**src/rtl/cascade_cmp_seq.sv**
```systemverilog
// Multi-word magnitude comparator streamed MSW first, with cascade inputs.
// Define CMP_SIGNED_EN to treat the most significant word as two's complement.
module cascade_cmp_seq #(
    parameter int N     = 4,
    parameter int WORDS = 4
) (
    input  logic         clk,
    input  logic         rst_n,
    input  logic         in_valid,
    output logic         in_ready,
    input  logic         first,
    input  logic [N-1:0] a,
    input  logic [N-1:0] b,
    input  logic         Iagtb,
    input  logic         Iaeqb,
    input  logic         Ialtb,
    output logic         cgt,
    output logic         clt,
    output logic         ceq,
    output logic         out_valid,
    input  logic         out_ready,
    output logic         Oagtb,
    output logic         Oaeqb,
    output logic         Oaltb
);

    localparam int CW = $clog2(WORDS + 1);
    localparam logic [CW-1:0] LAST = CW'(WORDS);

    typedef enum logic [1:0] {IDLE, CMP, DONE} state_t;
    typedef enum logic [1:0] {UND, GT, LT} dec_t;

    state_t        state_q, state_d;
    dec_t          dec_q, dec_d, dec_base;
    logic [CW-1:0] cnt_q, cnt_d, cnt_new;
    logic [2:0]    res_q, res_d;
    logic          accept;
    logic          start;

    assign ceq = (a == b);

`ifdef CMP_SIGNED_EN
    // MSW is signed; it is the beat that starts a pair
    logic sgn;
    assign sgn = (state_q == IDLE) || first;
    assign cgt = sgn ? ($signed(a) > $signed(b)) : (a > b);
`else
    assign cgt = (a > b);
`endif

    assign clt = !cgt && !ceq;

    assign in_ready  = (state_q != DONE);
    assign out_valid = (state_q == DONE);
    assign accept    = in_valid && in_ready;
    assign start     = (state_q == IDLE) || first;
    assign {Oagtb, Oaeqb, Oaltb} = res_q;

    always_comb begin
        state_d  = state_q;
        dec_d    = dec_q;
        cnt_d    = cnt_q;
        res_d    = res_q;
        dec_base = start ? UND : dec_q;
        cnt_new  = start ? CW'(1) : cnt_q + CW'(1);
        if (accept) begin
            dec_d = dec_base;
            if (dec_base == UND && !ceq)
                dec_d = cgt ? GT : LT;
            cnt_d = cnt_new;
            if (cnt_new == LAST) begin
                state_d = DONE;
                unique case (dec_d)
                    GT:      res_d = 3'b100;
                    LT:      res_d = 3'b001;
                    default: res_d = Iaeqb ? 3'b010 : {Iagtb, 1'b0, Ialtb};
                endcase
            end else begin
                state_d = CMP;
            end
        end else if (state_q == DONE && out_ready) begin
            state_d = IDLE;
            cnt_d   = '0;
            dec_d   = UND;
        end
    end

    always_ff @(posedge clk or negedge rst_n) begin
        if (!rst_n) begin
            state_q <= IDLE;
            dec_q   <= UND;
            cnt_q   <= '0;
            res_q   <= 3'b000;
        end else begin
            state_q <= state_d;
            dec_q   <= dec_d;
            cnt_q   <= cnt_d;
            res_q   <= res_d;
        end
    end

endmodule

```
**config.mk**
```make
export PLATFORM = sky130hd
export DESIGN_NAME = cascade_cmp_seq
export DESIGN_NICKNAME = d
export VERILOG_FILES = /design/src/rtl/cascade_cmp_seq.sv
export SDC_FILE = /design/constraint.sdc
export NUM_CORES = 1
export LEC_CHECK = 0
export ABC_AREA = 1
export BUFFER_PORTS_ARGS = -buffer_cell sky130_fd_sc_hd__clkbuf_2
export CORE_MARGIN = 2
export CORE_UTILIZATION = 51
export CTS_BUF_LIST = sky130_fd_sc_hd__clkbuf_4
export CTS_CLUSTER_SIZE = 40
export DETAILED_ROUTE_END_ITERATION = 16
export PLACE_DENSITY = 0.77
export SYNTH_ARGS = -nofsm -noshare
export SYNTH_HDL_FRONTEND = slang
export SYNTH_SLANG_ARGS = --single-unit
```
**constraint.sdc**
```tcl
create_clock -name clk -period 2.2 [get_ports clk]
set_clock_uncertainty 0.1 [all_clocks]
set_input_delay 0.22 -clock clk [delete_from_list [all_inputs] [get_ports clk]]
set_output_delay 0.22 -clock clk [all_outputs]
set_load 0.01 [all_outputs]
```
After elaboration in Yosys (flattened, before gate mapping)

Index checks and enable logic that the tools add are counted.

Muxes and demuxes: 13
Eq/ne operators: 6
Reductions and logical operators: 11
Add/subtract/negate cells: 1
$lt $le $gt $ge: 1

Operator list:

| operator            | count |
|---|---|
| $mux 2              | 8 |
| $mux 3              | 4 |
| $pmux 3 s2          | 1 |
| $eq 2x2->1 const B  | 2 |
| $eq 4x4->1          | 1 |
| $gt 4x4->1          | 1 |
| $logic_and 1x1->1   | 4 |
| $logic_not 2->1     | 2 |
| $add 3x1->3 const B | 1 |
| $eq 3x3->1 const B  | 1 |
| $eq 2x1->1 const B  | 1 |
| $logic_not 1->1     | 2 |
| $ne 2x2->1 const B  | 1 |
| $reduce_and 2->1    | 1 |
| $reduce_bool 2->1   | 1 |
| $logic_or 1x1->1    | 1 |

Register bits after elaboration: 10
Bits of input ports: 16

Depth between registers and ports, before layout

Gate-level depths: netlist of run 1.

Depth after elaboration: 9
Gate-level depth with buffers: 15
Depth with buffers taken out: 15

Least setup slack after synthesis of run 1

Ideal clock, no wire load.

Kind: input to register
Start: input b[3]
End: register res_q[0]
Library setup time: 121 ps
Setup slack: 489 ps
Data arrival time: 1,491 ps
Stages on the path: 11
Path buffers: 0
Cell sequence: inv_1 > ha_1 > a21oi_1 > nand2_1 > nand3_1 > nand2_2 > ha_1 > nand3_1 > o21ai_0 > nand2_1 > nand2_1

Cells in the longest elaborated chain, start to end: 7

Ends and longest elaborated chain:

| item                                                               | RTL line | text |
|---|---|---|
| start, declared                                                    | 13       | `input logic [N-1:0] b,` |
| parallel branches: the longest is 3 deep, another holds $gt 4x4->1 | -        |  |
| $mux 2 *                                                           | 68       | `if (dec_base == UND && !ceq)` |
| $mux 2 *                                                           | 66       | `if (accept) begin` |
| $eq 2x2->1 or $eq 2x1->1 (tied branches)                           | 73       | `unique case (dec_d)` |
| $pmux 3 s2 *                                                       | 73       |  |
| end signal, assigned                                               | 98       | `res_q <= res_d;` |
| end, declared                                                      | 36       | `logic [2:0] res_q, res_d;` |

Every way passes the cells marked *. The select of a mux whose other input is x is not followed.
A chain may end at the register's enable or synchronous reset.

Worst setup path after layout of run 1

Start: register state_q[0]
End: register res_q[2]

Cells in the longest elaborated chain, start to end: 9

Ends and longest elaborated chain:

| item                                     | RTL line | text |
|---|---|---|
| start, declared                          | 33       | `state_t state_q, state_d;` |
| start signal, assigned                   | 95       | `state_q <= state_d;` |
| $logic_not 2->1                          | 56       | `assign start = (state_q == IDLE) \|\| first;` |
| $logic_or 1x1->1                         | 56       |  |
| $mux 2                                   | 64       | `dec_base = start ? UND : dec_q;` |
| $logic_not 2->1                          | 68       |  |
| $logic_and 1x1->1                        | 68       |  |
| $mux 2                                   | 68       |  |
| $mux 2                                   | 66       |  |
| $eq 2x2->1 or $eq 2x1->1 (tied branches) | 73       |  |
| $pmux 3 s2                               | 73       |  |

Several ways; a longest one is shown, not always the timed one. The select of a mux whose other input is x is not followed.

==> results of run 1 <==
[metrics by stage]
stage          instance area, um2  power [uW]  instances
6_report                    904.6       564.9        140
5_1_grt                     904.6       611.7        140
4_1_cts                     904.6       573.1        140
3_5_place_dp                868.3       436.0        135
3_3_place_gp                868.3       427.2        135
2_1_floorplan               734.5       373.2         97
[cells by family (layout without fill, tap and decap cells)]
group           count (synthesis)  count (layout)  synth area share, %
compound gates                 12              12                9.199
xor+xnor                        1               1                1.193
fa+ha+maj                       7               7                11.92
buf+inv                        24              52                12.27
flops                          10              10                34.07
simple gates                   43              43                31.35
[what timing repair did]
| action | 4_1_cts | 5_1_grt |
|---|---|---|
| resized for setup | 0 | 0 |
| endpoints found under the setup margin | 0 | 0 |
| setup buffers | 0 | 0 |
| hold endpoints to repair | 10 | 0 |
| hold buffers | 1 | 0 |
[synthesized netlist by cell type, drive strengths merged]
cell and number:
o211ai 1, inv 24, dfrtp 10, o31ai 1, a21oi 3, xor2 1, nor2 5, nand2 31
o22ai 2, ha 7, nand3 7, o21ai 5
[power by group]
part / internal [uW] / switching (uW) / leakage [uW]
combinational: 80.4 / 121 / 0.000413
sequential: 212 / 17.8 / 0.000127
clock: 65.6 / 68.1 / 0.0000154
[worst min path at each step]
| stage | slack (ps) | from | to | cells past startpoint |
|---|---|---|---|---|
| 2_1_floorplan | -180 | rst_n | cnt_q[0] | 0 |
| 3_3_place_gp | -2 | rst_n | cnt_q[1] | 1 |
| 3_5_place_dp | 6 | rst_n | cnt_q[1] | 1 |
| 4_1_cts | 160 | Iaeqb | res_q[1] | 5 |
| 5_1_grt | 190 | first | cnt_q[1] | 4 |
| 6_report | 150 | Iaeqb | res_q[1] | 5 |
[state kept, by name (all words and copies together), names as in the netlist]
name / flops
cnt_q: 3
dec_q: 2
res_q: 3
state_q: 2
[worst min-delay path: stages]
cell and delay [ps]:
clkbuf_2 90, nand2_1 50, inv_1 40, nand2_1 40, nand2_1 50
[per-layer routing]
layer  GRT usage [%]  vias up
met4           7.742        0
met1           25.82      292
met2           30.00        9
met3           3.913        2
li1                -      353
met5               0        -
[final cells by class]
class,instances,area share [%]
multi-input cells,63,43.57
clock inverters,1,0.4149
clock buffers,3,2.490
well taps,15,2.075
inverters,24,9.959
flip-flops and latches,10,27.66
repair buffers,24,13.83
==> qor.yml, run 1 <==
status:
  status: "finished, final reports clean"
synthesis:
  syn_nets: 120
  syn-mean-instance-area_um2: 7.572
  ys_types: 19
  syn_area_um2: 734.5
  synthCells: 97
  synth_area_leaders: "dfrtp_1, nand2_1, ha_1"
  ys_seq_elements: 10
  yosys_warnings: 0
  synth_seq_area_share_pct: 34.07
  yosys.area.top_type: "dfrtp_1"
  yosysTopAreaCellShare_pct: 34.07
critical_path:
  cp-endpoint: "res_q[2]"
  r2r-end: "res_q[2]"
  r2r_start: "state_q[0]"
  worstSetupStartpointType: "register"
  cp.depth: 12
  slowest_delay_ps: 380
  cp_top_family: "simple AND/OR/NAND/NOR gates"
  crit_chain: "inv_2 -> nand2_2 -> nand2_4 -> inv_2 -> nand2_1 -> nand3_1 -> nand2_2 -> ha_1 -> nand3_1 -> o21ai_0 -> nand2_1 -> nand2_1"
  path_buf_inv: 2
  crit_start: "state_q[0]"
  cpMaxStageDelayCell: "dfrtp_1"
  crit_arrival_ps: 1830
  endpoint_kind: "register"
  required_ps: 2260
  path_class: "register to register"
  critPathMaxFanout: 5
  r2r_cells: 12
  crit_top_cell: "nand2_1"
  reg2reg_slack_ps: 420
clock_tree:
  cts-buffers-inserted: 3
  cts_buffer_depth: 2
  cts_tree: "built"
  clock-sinks: 10
  cts_htree_levels: 1
  path_clk_slew_ps: 70
  clk_latency_ps: 270
  clockRootBuffer: "clkbuf_4"
final_layout:
  nFillCells: 123
  final_common_cell: "nand2_1"
  multi_input_area_um2: 394.1
  ff_latch_area_um2: 250.2
  n_antenna_cell: 0
  area_growth_pct: 23.17
  layout_common_cells: "nand2_1, clkbuf_2, inv_1, dfrtp_1, inv_2"
  layout-drive-gt1-share_pct: 35.20
  utilization_pct: 68.66
  fin_nets: 149
hold_path:
  hp-class: "input port to register"
grt:
  grt_pass1_wl_um: 2539
  grt_max_degree: 11
  antenna_found_initial: 0
  grt_usage_pct: 19.20
  grt_pass1_vias: 599
  grt_overflow: 0
placement:
  dp_hpwl_um: 1185
  pre_cts_slack_ps: 247.0
  place_congestion: 0.8501
  port_buffers: 23
sta:
  grt_setup_unrepaired: "false"
  final_max_slew_viol_count: 0
  relSlewSlack_pct: 81.25
  fmax_ghz: 0.5627
  fin_crit_sh_pct: 80.78
  min_period_ps: 1777
  tns_ps: 0
  hold_ws_ps: 154.9
  setup_violations: 0
  postLayoutSetupSlackWorst_ps: 422.8
  tightest_slew_ps: 281.3
  hold_viol: 0
detailed_routing:
  post-route-drc-count: 0
  first_pass_iters: 4
  vias_per_cell: 4.686
  routed-via-count: 656
  wire_per_inst_um: 10.07
  met3_length_um: 43
  top_layer_used: "met4"
  postRouteAntennaNets: 0
  routed_wl_um: 1410
  drtIter0Drc: 6
  wl_met2_um: 681
  wl_met1_um: 671
floorplanning:
  die_y_um: 41.95
  start_util_pct: 55.75
  dieArea_um2: 1760
  rows: 13
  die_w_um: 41.95
  io_pins: 24
  fp.coreArea_um2: 1318
power:
  p_leak_uw: 0.0005550
  pwr_density_cell_nw_per_um2: 624.5
  ir_drop_v: 0.0003542
flow_run:
  cap_violations: 0
(Power assumes the default switching activity.)
==> inputs of run 2 (changes only) <==
--- a/config.mk
+++ b/config.mk
@@ -8,11 +8,11 @@
 export ABC_AREA = 1
 export BUFFER_PORTS_ARGS = -buffer_cell sky130_fd_sc_hd__clkbuf_2
 export CORE_MARGIN = 2
-export CORE_UTILIZATION = 51
+export CORE_UTILIZATION = 46
 export CTS_BUF_LIST = sky130_fd_sc_hd__clkbuf_4
 export CTS_CLUSTER_SIZE = 40
 export DETAILED_ROUTE_END_ITERATION = 16
-export PLACE_DENSITY = 0.77
+export PLACE_DENSITY = 0.73
 export SYNTH_ARGS = -nofsm -noshare
 export SYNTH_HDL_FRONTEND = slang
 export SYNTH_SLANG_ARGS = --single-unit
==> constraint.sdc (replaced) <==
create_clock -name clk -period 1.6 [get_ports clk]
set_clock_uncertainty 0.1 [all_clocks]
set_input_delay 0.16 -clock clk [delete_from_list [all_inputs] [get_ports clk]]
set_output_delay 0.16 -clock clk [all_outputs]
set_load 0.01 [all_outputs]
==> qor.yml, run 2 (synthesis results as in run 1) <==
power:
  ir_drop_v: 0.0005482  # +55%
  switching_power_uw: 313.9  # +52%
  pwr_density_cell_nw_per_um2: 844.6  # +35%
  internal-power_uw: 548.5  # +53%
  p_sw_share_pct: 36.40  # -0.19 points
  pwr-share-comb_pct: 43.1  # +7.5 points
  clkPwrFrac_pct: 20.0  # -3.7 points
  seqPwrFrac_pct: 36.9  # -3.8 points
  p_leak_uw: 0.0006062  # +9.2%
  total_power_uw: 862.3  # +53%
critical_path:
  endpoint_kind: "register"
  slowest_delay_ps: 400  # +20 ps
  cp.depth: 11  # -1
  path_buf_inv: 1  # -1
  reg2reg_slack_ps: -8  # -430 ps
  crit_top_cell: "nand2_1"
  worstSetupStartpointType: "register"
  cpMaxStageDelayCell: "dfrtp_1"
  path_class: "register to register"
  critPathMaxFanout: 5  # unchanged
  required_ps: 1710  # -550 ps
  crit_arrival_ps: 1710  # -120 ps
  crit_chain: "inv_2 -> nand2_4 -> o211ai_1 -> nand2_1 -> nand2_2 -> nand2_2 -> ha_4 -> nand3_2 -> o21ai_1 -> nand2_1 -> nand2_1"
  cp_top_family: "simple AND/OR/NAND/NOR gates"
  r2r_start: "state_q[0]"
  r2r_cells: 11  # -1
  r2r-end: "res_q[0]"
clock_tree:
  clk_latency_ps: 260  # about the same
  cts_buffer_depth: 2  # unchanged
  clock-sinks: 10  # unchanged
  cts_htree_levels: 1  # unchanged
  cts_tree: "built"
  cts-buffers-inserted: 3  # unchanged
  path_clk_slew_ps: 70  # about the same
  clockRootBuffer: "clkbuf_4"
status:
  failed_checks: "setup timing"
  status: "finished, violations left"
flow_run:
  cap_violations: 0  # unchanged
sta:
  final_max_slew_viol_count: 0  # unchanged
  tightest_slew_ps: 271.7  # -9.546 ps
  min_period_ps: 1608  # -169.6 ps
  hold_viol: 0  # unchanged
  hold_ws_ps: 117.7  # -37.26 ps
  postLayoutSetupSlackWorst_ps: -7.596  # -430.4 ps
  fin_crit_sh_pct: 100.5  # +20 points
  tns_ps: -10.96  # -10.96 ps
  grt_setup_unrepaired: "true"
  setup_violations: 2  # +2
  relSlewSlack_pct: 81.89  # +0.64 points
  fmax_ghz: 0.6220  # +11%
grt:
  grt_usage_pct: 19.18  # -0.021 points
  antenna_found_initial: 0  # unchanged
  grt_pass1_vias: 704  # +18%
  grt_max_degree: 11  # unchanged
  grt_overflow: 0  # unchanged
  grt_pass1_wl_um: 2773  # +9.2%
final_layout:
  top_regs: "cnt_q x3, res_q x3"
  layout-drive-gt1-share_pct: 46.27  # +11 points
  layout_common_cells: "nand2_1, clkbuf_2, inv_1, dfrtp_1, buf_4"
  area_growth_pct: 39.01
  n_antenna_cell: 0  # unchanged
  final_cells: 150  # +7.1%
  fin_nets: 159  # +6.7%
placement:
  dp_hpwl_um: 1196  # +0.89%
  dp_cells: 140  # +3.7%
  pre_cts_slack_ps: -195.5  # -442.4 ps
  place_congestion: 0.7724  # -9.1%
  port_buffers: 23  # unchanged
detailed_routing:
  routed-via-count: 741  # +13%
  wire_per_inst_um: 10.83  # +7.6%
  postRouteAntennaNets: 0  # unchanged
  drtIter0Drc: 7  # +1
  first_pass_iters: 4  # unchanged
  routed_wl_um: 1625  # +15%
  vias_per_cell: 4.940  # +5.4%
  post-route-drc-count: 0  # unchanged
floorplanning:
  start_util_pct: 48.75  # -7.0 points
  die_w_um: 43.96  # +4.8%
  fp.coreArea_um2: 1506  # +14%
  rows: 14  # +1
  io_pins: 24  # unchanged
  die_y_um: 43.96  # +4.8%
  dieArea_um2: 1932  # +9.8%
hold_path:
  min_to: "res_q[1]"
  min_path_cells: 5  # unchanged
  hp-class: "input port to register"
  min_from: "Iaeqb"
==> run 2: cell types whose count changed in the layout (fill, tap and decap cells not counted) <==
| cell | delta |
|---|---|
| buf_4 | +10 |
| nand2_1 | -3 |
| nand3_1 | -3 |
| nand3_2 | +3 |
| nand2_2 | +2 |
| o21ai_0 | -2 |
| o21ai_1 | +2 |
| a21oi_1 | -1 |
| a21oi_2 | +1 |
| clkinv_1 | -1 |
| ha_1 | -1 |
| ha_4 | +1 |
| nand2_4 | +1 |
==> run 2: per-layer routing <==
layer,share of wire (%),wire [um],track usage (%)
met1,42,681,21.91
met2,52,840,34.71
met3,3.3,54,1.667
met4,3.0,48,10.30
met5,0,0,0
==> run 2: worst register-to-register path: stages, from the launching register on <==
cell      delay [ps]
dfrtp_1          400
inv_2             90
nand2_4           60
o211ai_1         110
nand2_1          100
nand2_2           80
nand2_2           70
ha_4             300
nand3_2           50
o21ai_1           80
nand2_1           60
nand2_1           60
==> run 2: worst max path at each step <==
stage | from | end | slack [ps]
floorplan | b[3] | res_q[0] | 10
detailed placement | b[3] | res_q[2] | -200
global route | state_q[1] | res_q[2] | -110
finish | state_q[0] | res_q[0] | -8
CTS | state_q[0] | res_q[2] | -20
global placement | b[3] | res_q[0] | -150
==> run 2: final cells by class <==
cell class	count	area (um2)
well taps	16	20.02
clock buffers	3	22.52
inverters	24	90.09
repair buffers	34	200.2
multi-input cells	63	437.9
fillers	142	485.5
flip-flops and latches	10	250.2
==> run 2: power groups by stage <==
stage / clock network (uW) / logic (uW) / registers (uW)
CTS: 173 / 359 / 317
finish: 173 / 371 / 318
detailed placement: 0 / 311 / 322
floorplan: 0 / 205 / 325
global placement: 0 / 299 / 319
global route: 184 / 413 / 323
==> run 2: stage by stage <==
| step | util (%) | area, um2 |
|---|---|---|
| finish | 67.77 | 1021 |
| global route | 67.77 | 1021 |
| CTS | 66.61 | 1003 |
| detailed placement | 60.80 | 915.9 |
| global placement | 60.80 | 915.9 |
| floorplan | - | 750.7 |
==> run 2: timing repair <==
item | CTS | global route
setup buffers | 5 | 1
setup endpoints to repair | 2 | 4
endpoints found under the hold margin | 10 | 0
gates cloned | 0 | 0
resized for setup | 6 | 3
pin swaps | 10 | 6
hold buffers | 1 | 0
